==> src/rtl/hs_slave_fifo_pkg.sv <==
// Shared definitions for the valid/ready handshake link: derived widths,
// reset data value and the beat type carried on the link.
package hs_slave_fifo_pkg;

   // Standard beat width of the link.
   localparam int HS_BEAT_W = 8;

   // Each data bit takes this value on reset or when no beat is presented.
   localparam bit HS_RST_DATA_BIT = 1'b0;

   // One beat as seen on either side of the link.
   typedef struct packed {
      logic                 valid;
      logic [HS_BEAT_W-1:0] data;
   } hs_beat_t;

   // Pointer width for a power-of-two DEPTH (at least one bit).
   function automatic int hs_ptr_w(input int depth);
      return (depth > 1) ? $clog2(depth) : 1;
   endfunction

   // Occupancy width: must represent 0..DEPTH inclusive.
   function automatic int hs_cnt_w(input int depth);
      return $clog2(depth + 1);
   endfunction

endpackage

==> src/rtl/hs_slave_fifo_mem.sv <==
// DEPTH x WIDTH register array: synchronous write, asynchronous read.
module hs_fifo_mem
   import hs_slave_fifo_pkg::*;
#(
   parameter int WIDTH = 8,
   parameter int DEPTH = 4,
   parameter int AW    = hs_ptr_w(DEPTH)
) (
   input  logic             clk,
   input  logic             i_we,
   input  logic [AW-1:0]    i_waddr,
   input  logic [WIDTH-1:0] i_wdata,
   input  logic [AW-1:0]    i_raddr,
   output logic [WIDTH-1:0] o_rdata
);

   logic [WIDTH-1:0] r_mem [DEPTH];

   // Store the incoming beat at the write address.
   // NOTE: storage is deliberately not reset; occupancy and pointers alone
   // decide which entries are meaningful, so stale contents are never seen.
   always_ff @(posedge clk) begin
      if (i_we) begin
         r_mem[i_waddr] <= i_wdata;
      end
   end

   assign o_rdata = r_mem[i_raddr];

endmodule

==> src/rtl/hs_slave_fifo.sv <==
// Receive-side valid/ready endpoint with a DEPTH-entry show-ahead FIFO and a
// registered upstream ready that drops before the buffer can overflow.
module hs_slave_fifo
   import hs_slave_fifo_pkg::*;
#(
   parameter int WIDTH = 8,
   parameter int DEPTH = 4,
   parameter int CNT_W = 16
) (
   input  logic                       clk,
   input  logic                       rst,
   input  logic                       ready_en,
   input  logic                       valid,
   input  logic [WIDTH-1:0]           sdata_in,
   output logic                       ready,
   output logic [WIDTH-1:0]           sdata_out,
   output logic                       out_valid,
   input  logic                       out_ready,
   output logic [$clog2(DEPTH+1)-1:0] count,
   output logic [CNT_W-1:0]           beats,
   output logic                       overflow
);

   localparam int PTR_W = hs_ptr_w(DEPTH);
   localparam int OCC_W = hs_cnt_w(DEPTH);
   localparam logic [WIDTH-1:0] RST_DATA = {WIDTH{HS_RST_DATA_BIT}};

   logic [PTR_W-1:0] r_wr_ptr;
   logic [PTR_W-1:0] r_rd_ptr;
   logic [OCC_W-1:0] r_count;
   logic             r_ready;
   logic [CNT_W-1:0] r_beats;
   logic             r_overflow;

   logic             w_push;
   logic             w_pop;
   logic             w_out_valid;
   logic [OCC_W-1:0] w_count_next;
   logic [WIDTH-1:0] w_rdata;

   assign w_out_valid = (r_count != '0);
   assign w_push      = valid && r_ready;
   assign w_pop       = w_out_valid && out_ready;

   // Next occupancy: simultaneous push and pop cancel out.
   // NOTE: the default assignment first keeps every path driven, so no latch
   // is inferred for w_count_next.
   always_comb begin
      w_count_next = r_count;
      if (w_push && !w_pop) begin
         w_count_next = r_count + OCC_W'(1);
      end else if (!w_push && w_pop) begin
         w_count_next = r_count - OCC_W'(1);
      end
   end

   // Pointers, occupancy, registered ready, beat counter and overflow flag.
   // NOTE: non-blocking assignments keep every register updating from the
   // same pre-edge values, independent of statement order.
   always_ff @(posedge clk) begin
      if (rst) begin
         r_wr_ptr   <= '0;
         r_rd_ptr   <= '0;
         r_count    <= '0;
         r_ready    <= 1'b0;
         r_beats    <= '0;
         r_overflow <= 1'b0;
      end else begin
         if (w_push) begin
            r_wr_ptr <= r_wr_ptr + PTR_W'(1);
            r_beats  <= r_beats + CNT_W'(1);
         end
         if (w_pop) begin
            r_rd_ptr <= r_rd_ptr + PTR_W'(1);
         end
         r_count <= w_count_next;
         // Ready only when at least one entry will be free next cycle.
         r_ready <= ready_en && (w_count_next <= OCC_W'(DEPTH - 1));
         // Consistency check: a write into a full buffer must never happen.
         if (w_push && (r_count == OCC_W'(DEPTH))) begin
            r_overflow <= 1'b1;
         end
      end
   end

   hs_fifo_mem #(
      .WIDTH (WIDTH),
      .DEPTH (DEPTH),
      .AW    (PTR_W)
   ) u_mem (
      .clk     (clk),
      .i_we    (w_push),
      .i_waddr (r_wr_ptr),
      .i_wdata (sdata_in),
      .i_raddr (r_rd_ptr),
      .o_rdata (w_rdata)
   );

   assign ready     = r_ready;
   assign out_valid = w_out_valid;
   assign sdata_out = w_out_valid ? w_rdata : RST_DATA;
   assign count     = r_count;
   assign beats     = r_beats;
   assign overflow  = r_overflow;

endmodule

==> config.mk <==
export PLATFORM = sky130hd
export DESIGN_NAME = hs_slave_fifo
export DESIGN_NICKNAME = d
export VERILOG_FILES = /design/src/rtl/hs_slave_fifo_pkg.sv /design/src/rtl/hs_slave_fifo_mem.sv /design/src/rtl/hs_slave_fifo.sv
export SDC_FILE = /design/constraint.sdc
export NUM_CORES = 1
export LEC_CHECK = 0
export BUFFER_PORTS_ARGS = -buffer_cell sky130_fd_sc_hd__buf_2
export CAP_MARGIN = 10
export CORE_MARGIN = 4
export CORE_UTILIZATION = 55
export DETAILED_ROUTE_END_ITERATION = 8
export PLACE_DENSITY_LB_ADDON = 0.12
export SKIP_CTS_REPAIR_TIMING = 1
export SLEW_MARGIN = 20
export SYNTH_ARGS = -nofsm -noshare
export SYNTH_HDL_FRONTEND = slang
export SYNTH_SLANG_ARGS = --single-unit
==> constraint.sdc <==
create_clock -name clk -period 2.1 [get_ports clk]
set_input_delay 0.21 -clock clk [delete_from_list [all_inputs] [get_ports clk]]
set_output_delay 0.21 -clock clk [all_outputs]
set_load 0.01 [all_outputs]
# Word-level counts from Yosys, hierarchy flattened
# Memory sizes are Yosys's and may differ from the RTL's. A register that Yosys moved wholly into a read port is not among the register bits.
# Cells that the tools add are included.
[totals]
regBits = 25
mem_bits_rw = 32
input_bits = 13
output_inout_bits = 30
wordCells = 30
mem_count = 1
[mem_list]
columns = ["memory", "words", "width", "read_ports", "rd_ports_with_merged_regs", "wr", "line", "source"]
rows = [
  ["u_mem.r_mem", 4, 8, 1, 1, 1, "hs_slave_fifo_mem.sv:17", "logic [WIDTH-1:0] r_mem [DEPTH];"],
]
[classes]
n_addsub = 5
magnitude_cmp = 1
n_eq_ne = 1
mux = 7
n_reduce_logical = 9
[op_table]
columns = ["cell", "n"]
rows = [
  ["16-bit by 1-bit adder with 16-bit output, second input constant", 1],
  ["8-bit 2-to-1 mux", 1],
  ["1-bit logical AND", 6],
  ["3-bit 2-to-1 mux", 2],
  ["2-bit by 1-bit adder with 2-bit output, second input constant", 2],
  ["2-bit 2-to-1 mux", 2],
  ["3-bit by 1-bit adder with 3-bit output, second input constant", 1],
  ["3-bit == test, second input constant", 1],
  ["3-bit by 2-bit less-or-equal comparator with 1-bit output, second input constant", 1],
  ["3-bit nonzero test", 1],
  ["3-bit by 1-bit subtractor with 3-bit output, second input constant", 1],
  ["1-bit logical NOT", 2],
  ["1-bit 2-to-1 mux", 2],
]

# Depth between registers and ports, before layout
# Gate-level depths: netlist (run 1).
[depth]
ltp_word = 7
mapped_depth = 8
mapped_depth_nobuf = 7

# Cells and area by module
# A second synthesis (run 1) with hierarchy kept.
[unflattened]
cells_unflattened = 185
hier_area_um2 = 2423.6
[modules_own_cells]
columns = ["mod", "n_inst", "cells_per_inst", "area_each_um2", "seq_area_each_um2"]
rows = [
  ["hs_slave_fifo", 1, 139, 1234.9, 500.5],
  ["hs_fifo_mem", 1, 46, 1188.6, 960.9],
]

# Least setup slack after synthesis (run 1)
# OpenSTA, ideal clock, no wires.
[synth_path]
path_kind = "register to register"
start = "reg r_count[0], in the netlist count[0]"
end = "reg r_count[2], in the netlist count[2]"
setup_ns = 0.121
arrival_ns = 1.550
required_ns = 1.979
slack_ns = 0.429
path_stages_with_launch = 8
n_path_buf = 0
synth_period_minus_slack_ns = 1.671
cell_sequence = "dfxtp_1 inv_1 ha_1 nor2b_1 inv_1 a21oi_1 a22oi_2 mux2_2"
[synth_via]
elab_chain_len = 5
elab_cells_between_ends = 9
cone_classes = "2 x add/sub; 2 x mux; 5 x reduce/logical"
[synth_lines]
columns = ["item", "line", "source"]
rows = [
  ["start: declaration", "hs_slave_fifo.sv:30", "logic [OCC_W-1:0] r_count;"],
  ["start signal: assignment", "hs_slave_fifo.sv:76", "r_count <= w_count_next;"],
  ["parallel branches: the longest is 4 deep, another holds 3-bit by 1-bit subtractor with 3-bit output", "--", ""],
  ["3-bit 2-to-1 mux *", "hs_slave_fifo.sv:50", "if (w_push && !w_pop) begin"],
]
# Mark *: on every way between the ends.
# A chain may end at the register's enable or synchronous reset.

# Worst setup path after layout (run 1)
[layout_path]
start = "reg r_count[0], in the netlist count[0]"
end = "out sdata_out[7]"
[layout_via]
elab_chain_len = 2
[layout_lines]
columns = ["item", "line", "source"]
rows = [
  ["3-bit nonzero test", "hs_slave_fifo.sv:41", "assign w_out_valid = (r_count != '0);"],
  ["8-bit 2-to-1 mux", "hs_slave_fifo.sv:101", "assign sdata_out = w_out_valid ? w_rdata : RST_DATA;"],
  ["end: declaration", "hs_slave_fifo.sv:16", "output logic [WIDTH-1:0] sdata_out,"],
]
# No other way between the ends.

==> results.json, run 1 <==
{
  "grt_max_degree": 29,
  "ir_drop_uv": 697,
  "holdWs_ns": 0.100,
  "antenna_found_initial": 0,
  "worst_ep_arrival_time_ns": 1.72,
  "period_share_pct": 91.9,
  "grt_setup_unrepaired": "no",
  "dp.cells": 283,
  "clock_tree.buffer_depth": 2,
  "die_area_sq_mm": 0.00570,
  "worst_hold_path_type": "in -> reg",
  "dieWidth_um": 75.5,
  "clock_skew_ns": 0.00582,
  "cts_htree_levels": 3,
  "relSlewSlack_pct": 68.3,
  "ys_warn_count": 0,
  "fillers": 367,
  "core_area_sq_mm": 0.00438,
  "maxCapViolations": 0,
  "overflow": 0,
  "critPathMaxFanout": 11,
  "period_minus_slack_ns": 1.93,
  "area.growth.synth_to_final_pct": 18.0,
  "ant_nets": 0,
  "synthTopCellsByArea": "edfxtp_1 (38%), dfxtp_1 (22%), mux4_2 (7.2%), ha_1 (4.0%), xnor2_1 (2.8%)",
  "routed-via-count": 1630,
  "hold_viol_final": 0,
  "dr.pass1.iters": 6,
  "fmax_mhz": 518,
  "cts.sinks": 59,
  "synth_common_cells": "edfxtp_1 (32), dfxtp_1 (27), nor2_1 (18), nand2_1 (12)",
  "io_buffers": 42,
  "cp-start-kind": "flop",
  "ff_latch_area_sq_mm": 0.00150,
  "syn_inst": 194,
  "io-pin-count": 43,
  "grt_pass1_vias": 1600,
  "drc": 0,
  "stdcell_count": 299,
  "ys_seq_elements": 59,
  "worst_ep_required_time_ns": 1.89,
  "setup-tns-final_ns": 0,
  "yosys.area.top_type_share_pct": 38.3,
  "hpwl_um": 3230,
  "drive_above_1_share_pct": 32.0,
  "gp_congestion": 0.775,
  "yosysMostFrequentCell": "edfxtp_1",
  "path_clk_slew_ns": 0.06,
  "wl_per_cell_um": 15.4,
  "num_rows": 24,
  "avgViaCountPerCell": 5.45,
  "path_class": "reg -> out",
  "synthDistinctLibCells": 36,
  "clock-root-buffer": "clkbuf_8",
  "synth_edf_count": 32,
  "status": "completed",
  "multi_input_area_sq_um": 952,
  "synthFlopType": "edfxtp_1",
  "diodes": 0,
  "wl_um": 4610,
  "fin_util_pct": 67.5,
  "async_reset_ff_share_pct": 0,
  "cts_tree": "yes",
  "final_nets": 263,
  "insertion_delay_ns": 0.32,
  "worst_setup_path_end_kind": "output port",
  "synth_top_cell_by_area": "edfxtp_1",
  "worst_slew_pin_slew_ns": 0.476,
  "p_per_area_mw_per_mm2": 1040,
  "start_util_pct": 57.2,
  "mappedNetlistArea_sq_mm": 0.00251,
  "p_leak_nw": 1.15,
  "slew_viol_final": 0,
  "cts-buffers-inserted": 9,
  "die_h_um": 75.5,
  "synth_seq_area_share_pct": 59.9,
  "syn_nets": 215,
  "drtIter0Drc": 100,
  "total_power_mw": 3.09,
  "grt_use_total_pct": 17.4,
  "setup_viol": 0,
  "grt_pass1_wl_um": 7160,
  "syn_avg_cell_area_sq_um": 12.9
}
cells in the final DEF, fill, tap and decap left out, drive strengths merged, types with 2 or more instances in the layout:
cell type   n
nand2      12
nor4        2
xnor2       8
nand3       4
nor2b       2
nor3        3
and2        9
ha          8
clkbuf     15
nand4       8
inv         6
o21ai       5
or3         3
mux4        8
nor2       18
buf        44
and3        4
edfxtp     32
xor2        8
and4        4
a21oi       7
dfxtp      27
final cells by class:
| class | count | area share, % |
|---|---|---|
| Sequential cell | 59 | 50.7 |
| Multi-Input combinational cell | 122 | 32.2 |
| Timing Repair Buffer | 44 | 7.61 |
| Clock buffer | 15 | 6.34 |
| Tap cell | 52 | 2.20 |
| Inverter | 6 | 0.761 |
| Clock inverter | 1 | 0.169 |
state kept, by name, summed over array words and instances, names as in the netlist, named ones only:
register     flops
overflow         1
r_wr_ptr         2
count            3
u_mem.r_mem     32
r_rd_ptr         2
beats           16
ready            1
final timing paths:
| path | startpoint | to | slack [ns] | cells past startpoint |
|---|---|---|---|---|
| min reg2reg | beats[15] | beats[15] | 0.48 | 2 |
| min | sdata_in[2] | u_mem.r_mem[2][2] | 0.10 | 1 |
| max | count[0] | sdata_out[7] | 0.17 | 7 |
| max reg2reg | count[0] | count[1] | 0.31 | 8 |
per-layer routing:
metal,global-route usage [%],part of all wire (%)
met1,19.9,43
met5,0,0
met4,8.74,2.1
met3,4.35,4.8
met2,30.1,50
where the power goes:
group,total (mW),switching [mW],internal [mW]
Combinational,0.744,0.376,0.368
Clock,0.971,0.407,0.565
Sequential,1.37,0.0778,1.29
Total,3.09,0.860,2.23
cells by family after synthesis:
kind of cell	Yosys count	synth area share, %
compound gates	16	3.79
xor+xnor	16	5.59
fa+ha+maj	8	3.99
buf+inv	13	2.15
flops	59	59.9
mux	10	8.03
simple gates	72	16.6
worst max-delay path, cell delays in order, from the launching register on:
cell	delay, ns
dfxtp_1	0.35
inv_1	0.09
ha_1	0.17
nor2b_1	0.25
inv_1	0.09
buf_4	0.18
and2_1	0.14
buf_2	0.13
stage by stage:
stage	setup WS [ns]	instance area, sq um
final	0.169	2960
after global placement	0.479	2770
after global routing	0.0339	2960
after CTS	0.153	2960
after detailed placement	0.346	2770
after floorplan	0.429	2510
(Power assumes the default switching activity.)
==> inputs of run 2 (changes only) <==
- CORE_UTILIZATION: 55 -> 45
==> run 2 against run 1 <==
Design area rose by 2.7%. Sequential power barely moved. Register-to-register slack improved by 0.12 ns. Sequential share of layout area fell by 1.3 points. Global-route usage fell by 2.1 points. Combinational power rose by 0.9%. Clock skew barely moved. First-iteration DRC count rose by 9.0%. Core utilization fell by 9.5 points. Wire length barely moved. Clock power rose by 28%. Power rose by 8.7%. Largest power group unchanged. Highest routed layer unchanged.
==> results.json, run 2 (synthesis gave the netlist of run 1 again) <==
{
  "status": "completed",
  "worst_slew_pin_slew_ns": 0.511,
  "antenna_found_initial": 0,
  "timing.critical_path.to": "sdata_out[2]",
  "final_nets": 264,
  "p_per_area_mw_per_mm2": 1110,
  "grt_setup_unrepaired": "no",
  "critPathSlowestCell": "dfxtp_1",
  "path_clk_slew_ns": 0.07,
  "dieWidth_um": 82.6,
  "period_share_pct": 91.2,
  "grt_pass1_vias": 1556,
  "stdcell_count": 318,
  "maxCapViolations": 0,
  "cts_tree": "yes",
  "largest_register": "u_mem.r_mem",
  "diodes": 0,
  "cts_htree_levels": 3,
  "hpwl_um": 3160,
  "relSlewSlack_pct": 66.0,
  "largest_reg_flops": 32,
  "worst_hold_path_type": "in -> reg",
  "ant_nets": 0,
  "num_rows": 26,
  "gp_congestion": 0.672,
  "fmax_mhz": 522,
  "io_buffers": 42,
  "worst_setup_path_end_kind": "output port",
  "io-pin-count": 43,
  "core_area_sq_mm": 0.00524,
  "grt_use_total_pct": 15.3,
  "die_area_sq_mm": 0.00683,
  "hold-path-cell-count": 1,
  "setup-tns-final_ns": 0,
  "area.growth.synth_to_final_pct": 21.2,
  "reg2reg_depth": 8,
  "path_delay_family": "buffers and inverters",
  "clock_skew_ns": 0.00545,
  "drc": 0,
  "path_class": "reg -> out",
  "final_common_cell": "buf_2",
  "dp.cells": 302,
  "worst_ep_arrival_time_ns": 1.71,
  "slowest_delay_ns": 0.34,
  "cp_num_buf_inv": 4,
  "p_leak_nw": 1.18,
  "ff2ff_setup_slack_ns": 0.43,
  "r2r_start": "count[0]",
  "grt_pass1_wl_um": 7470,
  "routed-via-count": 1611,
  "slew_viol_final": 0,
  "die_h_um": 82.6,
  "crit_chain": "inv_1 -> ha_1 -> nor2b_1 -> inv_1 -> buf_4 -> and2_1 -> buf_2",
  "clock-root-buffer": "clkbuf_8",
  "drive_above_1_share_pct": 33.1,
  "clock_tree.buffer_depth": 2,
  "dr.pass1.iters": 4,
  "insertion_delay_ns": 0.33,
  "overflow": 0,
  "cp-start-kind": "flop",
  "cts-buffers-inserted": 9,
  "worst_ep_required_time_ns": 1.89,
  "start_util_pct": 47.9,
  "hold_viol_final": 0,
  "worstSetupPathDepth": 7,
  "drtIter0Drc": 109,
  "r2r-end": "count[1]",
  "crit_top_cell": "inv_1",
  "critPathMaxFanout": 11,
  "fillers": 467,
  "avgViaCountPerCell": 5.07,
  "wl_um": 4610,
  "period_minus_slack_ns": 1.92,
  "cp-startpoint": "count[0]",
  "wl_per_cell_um": 14.5,
  "holdWs_ns": 0.0907,
  "cts.sinks": 59,
  "ir_drop_uv": 611,
  "setup_viol": 0,
  "grt_max_degree": 29,
  "mostFrequentLayoutCells": "buf_2 (42), edfxtp_1 (32), dfxtp_1 (27)"
}
==> run 2: report_power, final <==
part           switching [mW]  internal [mW]
Clock                   0.423          0.817
Combinational           0.372          0.378
Sequential             0.0722           1.29
==> run 2: metal layers <==
layer | wire length, um | up-vias | part of all wire [%] | GRT usage, %
li1 | - | 807 | - | -
met1 | 2040 | 756 | 44 | 19.3
met2 | 2250 | 39 | 49 | 24.4
met3 | 232 | 9 | 5.0 | 3.58
met4 | 92 | 0 | 2.0 | 7.84
met5 | 0 | - | 0 | 0
==> run 2: worst register-to-register path, cell delays in order, from the launching register on <==
cell and delay, ns:
dfxtp_1 0.34, inv_1 0.09, ha_1 0.16, nor2b_1 0.24, inv_1 0.09, buf_4 0.18, nand2_1 0.13, o21ai_0 0.09
a311oi_1 0.26
==> run 2: cell type report <==
cell class | instances | area [sq um] | share of cell area [%]
clock buffer | 11 | 141 | 4.65
tap | 70 | 87.6 | 2.88
timing repair buffer | 45 | 233 | 7.66
sequential | 59 | 1500 | 49.4
inverter | 6 | 22.5 | 0.741
multi-input combinational | 122 | 952 | 31.3
clock inverter | 5 | 100 | 3.29
==> run 2: worst min path at each step <==
stage	start	to	slack, ns
after floorplan	sdata_in[0]	u_mem.r_mem[0][0]	0.31
after global placement	sdata_in[0]	u_mem.r_mem[0][0]	0.43
after detailed placement	sdata_in[5]	u_mem.r_mem[0][5]	0.43
after CTS	sdata_in[5]	u_mem.r_mem[0][5]	0.08
after global routing	sdata_in[5]	u_mem.r_mem[2][5]	0.09
final	sdata_in[5]	u_mem.r_mem[3][5]	0.09
==> run 2: metrics by stage <==
stage	util (%)	power (mW)	setup WS (ns)	instance area, sq um
finish	58.0	3.36	0.184	3040
detailed placement	53.4	2.16	0.436	2800
global placement	53.4	2.15	0.476	2800
CTS	58.0	3.40	0.175	3040
floorplan	-	1.89	0.429	2510
global route	58.0	3.54	0.0412	3040
==> inputs of run 3 (changes only) <==
- CORE_ASPECT_RATIO: default -> 0.7
- CORE_MARGIN: 4 -> 3
==> run 3 against run 2 <==
Critical path depth unchanged. Flip-flop and latch count unchanged. Sequential power hardly changed. First-iteration DRC count is 33% lower. Largest power group unchanged. Critical path type unchanged. Critical endpoint is now sdata_out[5].
==> results.json, run 3 (synthesis gave the netlist of run 1 again) <==
{
  "period_share_pct": 90.9,
  "stdcell_count": 319,
  "fin_util_pct": 56.7,
  "largest_register": "u_mem.r_mem",
  "num_rows": 22,
  "core_area_sq_mm": 0.00531,
  "drc": 0,
  "ff2ff_setup_slack_ns": 0.41,
  "p_per_area_mw_per_mm2": 1070,
  "clock_skew_ns": 0.00843,
  "grt_use_total_pct": 15.9,
  "cts_tree": "yes",
  "grt_setup_unrepaired": "no",
  "maxCapViolations": 0,
  "grt_pass1_wl_um": 7430,
  "period_minus_slack_ns": 1.91,
  "start_util_pct": 47.2,
  "dr.pass1.iters": 4,
  "insertion_delay_ns": 0.33,
  "p_leak_nw": 1.16,
  "io-pin-count": 43,
  "cts_htree_levels": 3,
  "path_clk_slew_ns": 0.06,
  "final_common_cell": "buf_2",
  "slew_viol_final": 0,
  "final_nets": 263,
  "mostFrequentLayoutCells": "buf_2 (42), edfxtp_1 (32), dfxtp_1 (26)",
  "grt_pass1_vias": 1421,
  "cp-start-kind": "flop",
  "drive_above_1_share_pct": 32.0,
  "ff_latch_area_sq_mm": 0.00150,
  "status": "completed",
  "grt_max_degree": 29,
  "die_area_sq_mm": 0.00652,
  "hold_viol_final": 0,
  "ir_drop_uv": 418,
  "fmax_mhz": 524,
  "worst_ep_required_time_ns": 1.89,
  "wl_per_cell_um": 14.5,
  "dp.cells": 303,
  "antenna_found_initial": 0,
  "worst_hold_path_type": "in -> reg",
  "diodes": 0,
  "routed-via-count": 1622,
  "clock_tree.buffer_depth": 2,
  "clock-root-buffer": "clkbuf_8",
  "drtIter0Drc": 73,
  "worst_ep_arrival_time_ns": 1.70,
  "cts-buffers-inserted": 9,
  "ant_nets": 0,
  "overflow": 0,
  "critPathMaxFanout": 11,
  "largest_reg_flops": 32,
  "cts.sinks": 59,
  "gp_congestion": 0.757,
  "dieWidth_um": 95.2,
  "setup_viol": 0,
  "wl_um": 4630,
  "relSlewSlack_pct": 67.7,
  "path_class": "reg -> out",
  "hpwl_um": 3220,
  "avgViaCountPerCell": 5.08,
  "fillers": 451,
  "io_buffers": 42,
  "worst_setup_path_end_kind": "output port",
  "setup-tns-final_ns": 0,
  "worst_slew_pin_slew_ns": 0.485,
  "die_h_um": 68.5,
  "area.growth.synth_to_final_pct": 20.2,
  "multi_input_area_sq_um": 952
}
run 3: where the power goes:
group / switching [mW] / internal (mW) / total (mW)
combinational: 0.355 / 0.391 / 0.745
clock: 0.423 / 0.658 / 1.08
sequential: 0.0951 / 1.30 / 1.39
run 3: metrics by stage:
stage | setup slack, ns | instance area, sq um | total power, mW | hold WS [ns]
2_1_floorplan | 0.429 | 2510 | 1.89 | 0.309
6_report | 0.190 | 3010 | 3.22 | 0.0961
4_1_cts | 0.0483 | 3010 | 3.27 | 0.0780
3_5_place_dp | 0.415 | 2800 | 2.17 | 0.435
5_1_grt | 0.0522 | 3010 | 3.41 | 0.0805
3_3_place_gp | 0.434 | 2800 | 2.17 | 0.433
run 3: area by class of cell:
class | count | area share, %
inverters | 6 | 0.748
clock inverters | 6 | 2.66
multi-input cells | 122 | 31.6
flip-flops and latches | 59 | 49.9
well taps | 72 | 2.99
repair buffers | 44 | 7.89
clock buffers | 10 | 4.24
run 3: worst max-delay path, cell delays in order, from the launching register on:
cell and delay, ns:
dfxtp_1 0.34, inv_1 0.09, ha_1 0.17, nor2b_1 0.24
inv_1 0.08, buf_4 0.18, and2_1 0.14, buf_2 0.13
run 3: routing by layer:
layer / track usage [%] / up-vias / wire length [um]
li1: - / 809 / -
met1: 24.2 / 765 / 2460
met2: 19.4 / 39 / 1810
met3: 5.49 / 9 / 259
met4: 8.09 / 0 / 95
met5: 0 / - / 0
run 3: final timing paths:
kind               startpoint                 to  cells after the start
hold reg to reg      overflow           overflow                      2
setup reg to reg     count[0]           count[2]                      7
hold / removal    sdata_in[4]  u_mem.r_mem[0][4]                      1
setup / recovery     count[0]       sdata_out[5]                      7
